$ cat src/rtl/jtopl_pg.sv
// jtopl_pg: OPL phase generator.
// Applies vibrato to the F-number, turns F-number/block/multiplier into a
// phase increment, and keeps one 20-bit phase accumulator per slot in a
// SLOTS-deep shift ring. One slot advances per cenop tick.
module jtopl_pg #(
  parameter int SLOTS = 18
) (
  input  logic       rst,
  input  logic       clk,
  input  logic       cenop,
  input  logic [2:0] vib_cnt,
  input  logic [9:0] fnum_I,
  input  logic [2:0] block_I,
  input  logic       viben_I,
  input  logic       vib_dep,
  input  logic [3:0] mul_II,
  input  logic       pg_rst_III,
  output logic [9:0] phase_IV
);

  // Stage I -> II signals
  logic [2:0]  vib_d;
  logic [2:0]  vib_mag;
  logic        vib_neg;
  logic [10:0] fmod_d, fmod_II_q;
  logic [2:0]  block_II_q;

  // Stage II -> III signals
  logic [17:0] pre;
  logic [4:0]  mt;
  logic [22:0] prod;
  logic [19:0] inc_d, inc_III_q;

  // Stage III -> IV signals
  logic [19:0] acc_old;
  logic [19:0] acc_d;
  logic [19:0] ring_q [SLOTS];
  logic [9:0]  phase_q;

  // Vibrato offset: magnitude and sign chosen by the LFO phase
  always_comb begin
    vib_d   = fnum_I[9:7];
    if (!vib_dep) vib_d = vib_d >> 1;
    vib_mag = '0;
    vib_neg = 1'b0;
    case (vib_cnt)
      3'd1, 3'd3: vib_mag = vib_d >> 1;
      3'd2:       vib_mag = vib_d;
      3'd5, 3'd7: begin vib_mag = vib_d >> 1; vib_neg = 1'b1; end
      3'd6:       begin vib_mag = vib_d;      vib_neg = 1'b1; end
      default:    vib_mag = '0;
    endcase
    if (!viben_I) vib_mag = '0;
    // offset never exceeds fnum_I[9:7], so subtraction cannot underflow
    if (vib_neg) fmod_d = {1'b0, fnum_I} - {8'd0, vib_mag};
    else         fmod_d = {1'b0, fnum_I} + {8'd0, vib_mag};
  end

  // Multiplier table and phase increment
  always_comb begin
    pre = {7'd0, fmod_II_q} << block_II_q;
    case (mul_II)
      4'd0:  mt = 5'd1;
      4'd1:  mt = 5'd2;
      4'd2:  mt = 5'd4;
      4'd3:  mt = 5'd6;
      4'd4:  mt = 5'd8;
      4'd5:  mt = 5'd10;
      4'd6:  mt = 5'd12;
      4'd7:  mt = 5'd14;
      4'd8:  mt = 5'd16;
      4'd9:  mt = 5'd18;
      4'd10: mt = 5'd20;
      4'd11: mt = 5'd20;
      4'd12: mt = 5'd24;
      4'd13: mt = 5'd24;
      default: mt = 5'd30;
    endcase
    prod  = {5'd0, pre} * {18'd0, mt};
    inc_d = prod[21:2];
  end

  // Accumulate onto the ring tail; restart wins over accumulation
  always_comb begin
    acc_old = ring_q[SLOTS-1];
    acc_d   = pg_rst_III ? '0 : acc_old + inc_III_q;
  end

  // Pipeline registers, accumulator ring and output phase
  always_ff @(posedge clk or posedge rst) begin
    if (rst) begin
      fmod_II_q  <= '0;
      block_II_q <= '0;
      inc_III_q  <= '0;
      phase_q    <= '0;
      for (int unsigned i = 0; i < SLOTS; i++) ring_q[i] <= '0;
    end else if (cenop) begin
      fmod_II_q  <= fmod_d;
      block_II_q <= block_I;
      inc_III_q  <= inc_d;
      phase_q    <= acc_d[19:10];
      ring_q[0]  <= acc_d;
      for (int unsigned i = 1; i < SLOTS; i++) ring_q[i] <= ring_q[i-1];
    end
  end

  assign phase_IV = phase_q;

endmodule

$ cat config.mk
export PLATFORM = sky130hd
export DESIGN_NAME = jtopl_pg
export DESIGN_NICKNAME = d
export VERILOG_FILES = /design/src/rtl/jtopl_pg.sv
export SDC_FILE = /design/constraint.sdc
export NUM_CORES = 1
export LEC_CHECK = 0
export BUFFER_PORTS_ARGS = -buffer_cell sky130_fd_sc_hd__buf_2
export CAP_MARGIN = 20
export CORE_ASPECT_RATIO = 1.5
export CORE_MARGIN = 3
export CORE_UTILIZATION = 37
export CTS_CLUSTER_DIAMETER = 120
export DETAILED_ROUTE_END_ITERATION = 10
export PLACE_DENSITY = 0.53
export SLEW_MARGIN = 15
export SYNTH_ARGS = -nofsm -noshare
export SYNTH_HDL_FRONTEND = slang
export SYNTH_SLANG_ARGS = --single-unit
$ cat constraint.sdc
create_clock -name clk -period 30.2 [get_ports clk]
set_input_delay 3.02 -clock clk [delete_from_list [all_inputs] [get_ports clk]]
set_output_delay 3.02 -clock clk [all_outputs]
set_load 0.005 [all_outputs]
======== Yosys cells after proc, flatten, opt, wreduce, memory -nomap -nowiden ========
Memories as Yosys holds them, arrays and structs flattened.
Cells that the tools add are included.
operators by class
  $add $sub $neg .......................... 3
  multiply operators ...................... 1
  equality and inequality tests ........... 6
  shifts and indexed selects .............. 1
  muxes and demuxes ....................... 6
  reduce and logical (&&, ||, !) cells .... 3
operators with widths
  cell                                                                   count
  18-bit by 5-bit multiplier with 22-bit output                          1
  20-bit adder                                                           1
  20-bit two-way mux                                                     1
  11-bit by 3-bit << shifter with 18-bit output                          1
  10-bit by 3-bit adder with 11-bit output                               1
  11-bit two-way mux                                                     1
  10-bit by 3-bit subtractor with 11-bit output                          1
  3-bit equality test, second input constant                             3
  3-bit by 2-bit equality test with 1-bit output, second input constant  2
  3-bit two-way mux                                                      2
  3-bit case mux with 2 select lines                                     1
  4-bit OR reduction                                                     1
  3-bit by 1-bit equality test with 1-bit output, second input constant  1
  3-bit OR reduction                                                     1
  2-bit OR reduction                                                     1
  1-bit two-way mux                                                      1
storage, ports and cells
  flip-flop bits (word level) ............. 404
  bits in read-only memories .............. 80
  bits of input ports ..................... 26
  output and inout port bits .............. 10
  logic and storage cells ................. 43
  memories ................................ 1
memory list
  memory           depth  bits a word  read ports  clocked after Yosys merged registers in  write ports  RTL line  RTL
  (no name shown)  16     5            1           0                                        0            62        case (mul_II)

======== Logic depth before layout (Yosys ltp) ========
  depth after elaboration ................. 6
  gate-level depth with buffers ........... 21
  mapped depth without buffers ............ 19

======== Worst setup path before layout ========
OpenSTA, ideal clock, no wires.
  path type ............................... in2reg
  from .................................... input port mul_II[3]
  to ...................................... register inc_III_q[17]
  library setup time ...................... 125 ps
  arrival ................................. 6961 ps
  data required time ...................... 30075 ps
  setup slack ............................. 23114 ps
  cell stages on the path ................. 17
  buffers on the path ..................... 2
  cells stage by stage .................... clkbuf_1 o21ai_0 a21oi_1 clkbuf_1 nor2_1 fa_1 inv_1 fa_1 inv_1 ha_1 a2111oi_0 a211oi_1 a221oi_2 a211oi_2 a31oi_2 xnor2_1 mux2_4
on the way
  longest elaborated chain between the ends .. 2
ends and longest elaborated chain
  what                                           RTL line  RTL
  start: declaration                             16        input logic [3:0] mul_II,
  memory 16 x 5 bit                              n/a
  18-bit by 5-bit multiplier with 22-bit output  79        prod = {5'd0, pre} * {18'd0, mt};
  end signal: assignment                         100       inc_III_q <= inc_d;
  end: declaration                               32        logic [19:0] inc_d, inc_III_q;
Every way passes these cells.
A chain may end at the register's enable or synchronous reset.

======== Worst setup path in the final report ========
  from .................................... input port mul_II[2]
  to ...................................... register inc_III_q[17]
The elaborated chain is that of the path after synthesis.

==> summary.txt <==
Yosys
  • Number of enable flip-flop cells after synthesis: 0
  • Sequential fraction of the synthesis area: 51.7%
  • Async set or reset register ratio after synthesis: 100%
  • Register bit count reported by yosys: 394
  • Top_reg_cell synth: sky130_fd_sc_hd__dfrtp_1
  • Area share of the largest cell type after synthesis: 51.7%
  • Count of synthesis-stage warnings from yosys: 0
  • Area leader, netlist: sky130_fd_sc_hd__dfrtp_1
  • Most used standard cell by instance count after synthesis: sky130_fd_sc_hd__dfrtp_1
  • Mapped Area: 19100 um^2
  • Count of distinct cell types in the synthesized netlist: 67
  • Syn_area_per_cell: 13.0 um^2
  • Most common library cells after synthesis: 394 x sky130_fd_sc_hd__dfrtp_1, 358 x sky130_fd_sc_hd__mux2_2, 85 x sky130_fd_sc_hd__inv_1, 60 x sky130_fd_sc_hd__ha_1, 59 x sky130_fd_sc_hd__clkbuf_1
  • Synthesized Nets: 1596
  • Count of mapped cells out of synthesis: 1461
  • Largest cells by area after synthesis: sky130_fd_sc_hd__dfrtp_1 52%, sky130_fd_sc_hd__mux2_2 21%, sky130_fd_sc_hd__fa_1 5.1%

Worst setup path
  • Category of the worst setup path launch point: primary input
  • Endpoint class of the critical path: flip-flop
  • Arrival time worst endpoint: 7230 ps
  • Worst endpoint required time: 30620 ps
  • Worst-case register-to-register setup slack: 24090 ps
  • Reg-to-reg startpoint: block_II_q[0]$_DFFE_PP0P_
  • Capture point of the worst reg-to-reg path: inc_III_q[17]$_DFFE_PP0P_
  • Critical setup path kind: in2reg
  • Worst-path cell chain: buf_2 -> nor2b_1 -> fa_1 -> fa_1 -> inv_1 -> fa_1 -> inv_1 -> ha_1 -> a2111oi_0 -> o21ai_1 -> a221oi_2 -> a211oi_2 -> a31oi_2 -> xnor2_1 -> mux2_4
  • Most repeated library cell on the critical path: sky130_fd_sc_hd__fa_1
  • Slowest cell delay on critical path: 550 ps
  • Slowest stage cell on the critical path: sky130_fd_sc_hd__fa_1
  • Logic depth of the worst register-to-register path: 16
  • Max Fanout on Critical Path: 21

Place
  • Detailed placer's ending HPWL: 22.4 mm
  • Number of buffers added on ports: 35
  • Final weighted congestion in routability-driven placement: 0.827

Power
  • Share of total power in combinational logic: 30.7%
  • Reported leakage power: 0.0102 uW
  • Switching component of the power: 596 uW
  • Proportion of power drawn by the clock network: 24.9%
  • Internal power consumption: 1340 uW
  • Sw Ratio: 30.7%
  • Max IR drop VDD: 0.0000535 V
  • Part of the total power dissipated in sequential elements: 44.4%
  • Cell Pwr Density: 91.5 nW/um^2

Clocking
  • Cts bufs inserted: 39
  • Maximum level of the CTS H-tree: 2
  • CTS tree: done
  • Clock latency on the worst-skew pair: 550 ps
  • Setup bufs post-CTS: 0
  • Max Buffers Root-to-Sink: 3
  • Clock root buffer master: sky130_fd_sc_hd__clkbuf_16
  • TritonCTS Sinks: 394
  • CTS clock-pin slew for the worst setup and hold paths: 60 ps
  • Quantity of hold-fixing buffers added after cts: 0
  • Resized Gates After CTS: 0

Floorplan
  • Area of the core: 50800 um^2
  • Die Span Y: 284 um
  • Full die area: 54300 um^2
  • Die width: 191 um
  • Starting density of the core: 37.5%
  • Number of core rows: 101
  • Boundary Pins: 36

Finish
  • Fraction of the core area covered by cells at the end of the flow: 41.7%
  • ANT cells: 0
  • Proportion of layout cells with a drive suffix above 1: 31.8%
  • Total number of nets in the final design: 1609
  • Layout filler cell count: 4763
  • Signed area change from the synthesized netlist to the final layout: 11.2%

Timing
  • Period minus WS final: 6810 ps
  • Setup TNS: 0 ps
  • Setup violation total in the final timing report: 0
  • Post-route clock skew: 21.9 ps
  • Worst relative slew slack: 30.7%
  • Maximum achievable frequency: 147 MHz
  • Count of pins over their slew limit: 0
  • Period Utilization, post-route: 22.5%
  • Count of final hold-check violations: 0
  • Slew @ Worst Pin: 1040 ps
  • Unrepaired setup endpoints after global routing: false

Global routing
  • Number of antenna violations at the first check in global routing: 0
  • GR Util All Layers: 12.6%
  • Global-route wire length before repair: 57.3 mm
  • Via count of the first global-routing pass: 11.2k
  • Maximum number of pins on one net before global-route repair: 192
  • Aggregate global routing overflow: 0

Routing
  • Residual DRC count: 0
  • Number of nets with antenna violations after detailed routing: 0
  • Average wire per cell in the routed design: 15.3 um
  • Drt first pass iters: 4
  • Detailed router's first-iteration violation count: 450
  • Final wirelength: 33.1 mm
  • Total vias in the final route: 10.6k
  • Per-cell via count in the routed design: 4.91

Min path
  • HP Start: ring_q[347]$_DFFE_PP0P_
  • Type of the tightest min-delay check: reg2reg
  • Number of stages on the worst hold path: 1
  • Hold Path Sink: ring_q[347]$_DFFE_PP0P_

Outcome
  • Run status: completed

Job
  • Max capacitance violation total: 0
power groups by stage:
stage	registers, uW	clock network [uW]	logic, uW
after floorplan	827	0	499
after global placement	870	0	590
after detailed placement	876	0	599
after CTS	867	504	606
after global routing	895	525	677
final	862	483	596
cells by family after synthesis:
group	after synthesis	synth area share, %
AO/OA/AOI/OAI	171	6.08
XOR/XNOR	37	1.70
adder cells (fa/ha/maj)	109	9.09
flip-flops	394	51.7
multiplexers	375	22.2
other	1	0.0197
buffers and inverters	160	3.35
AND/OR/NAND/NOR	214	5.83
how the worst max path moves through the flow:
stage                                      to       from  depth (start not counted)
floorplan              acc_old[0]$_DFFE_PP0P_        rst                          1
global placement    inc_III_q[17]$_DFFE_PP0P_  mul_II[2]                         15
detailed placement  inc_III_q[17]$_DFFE_PP0P_  mul_II[3]                         15
CTS                 inc_III_q[17]$_DFFE_PP0P_  mul_II[3]                         15
global route        inc_III_q[17]$_DFFE_PP0P_  mul_II[2]                         15
finish              inc_III_q[17]$_DFFE_PP0P_  mul_II[2]                         15
stage by stage:
stage	hold WS (ps)	area, um^2	total power (uW)	setup slack, ps	cells
CTS	488	21100	1980	23360	2166
detailed placement	473	19900	1480	22790	2100
finish	483	21200	1940	23390	2168
floorplan	449	19100	1330	16230	1461
global placement	477	19900	1460	22880	2100
global route	511	21200	2100	23020	2168
state kept, by name, indices dropped and copies added (netlist names):
register / cells
ring_q: 340
acc_old: 20
inc_III_q: 20
fmod_II_q: 11
block_II_q: 3
metal layers:
layer  track usage (%)  routed length, um
met5                 0                  0
met4              4.90               1090
met3              1.64                804
met2              21.4              16600
met1              16.4              14600
placed cells by master, fill, tap and decap left out, types with 36 or more instances in the layout:
cell / count
sky130_fd_sc_hd__inv_1: 84
sky130_fd_sc_hd__fa_1: 49
sky130_fd_sc_hd__clkbuf_16: 39
sky130_fd_sc_hd__nor2_1: 38
sky130_fd_sc_hd__nor2b_1: 36
sky130_fd_sc_hd__mux2_2: 358
sky130_fd_sc_hd__a21oi_1: 46
sky130_fd_sc_hd__ha_1: 60
sky130_fd_sc_hd__dfrtp_1: 394
sky130_fd_sc_hd__nand2_1: 54
critical path: cells and delay by family:
kind	cells	cell delay [ps]
fa+ha+maj	4	1910
xor+xnor	1	90
buf+inv	3	400
simple gates	1	220
mux	1	250
compound gates	5	1340
layout make-up:
| type | instances | area, um^2 | share of cell area [%] |
|---|---|---|---|
| clock buffer | 57 | 1140 | 5.39 |
| multi-input combinational | 907 | 8570 | 40.4 |
| sequential | 394 | 9860 | 46.5 |
| tap | 669 | 837 | 3.95 |
| inverter | 86 | 330 | 1.56 |
| clock inverter | 9 | 141 | 0.667 |
| timing repair buffer | 46 | 320 | 1.51 |
(Power assumes the default switching activity.)
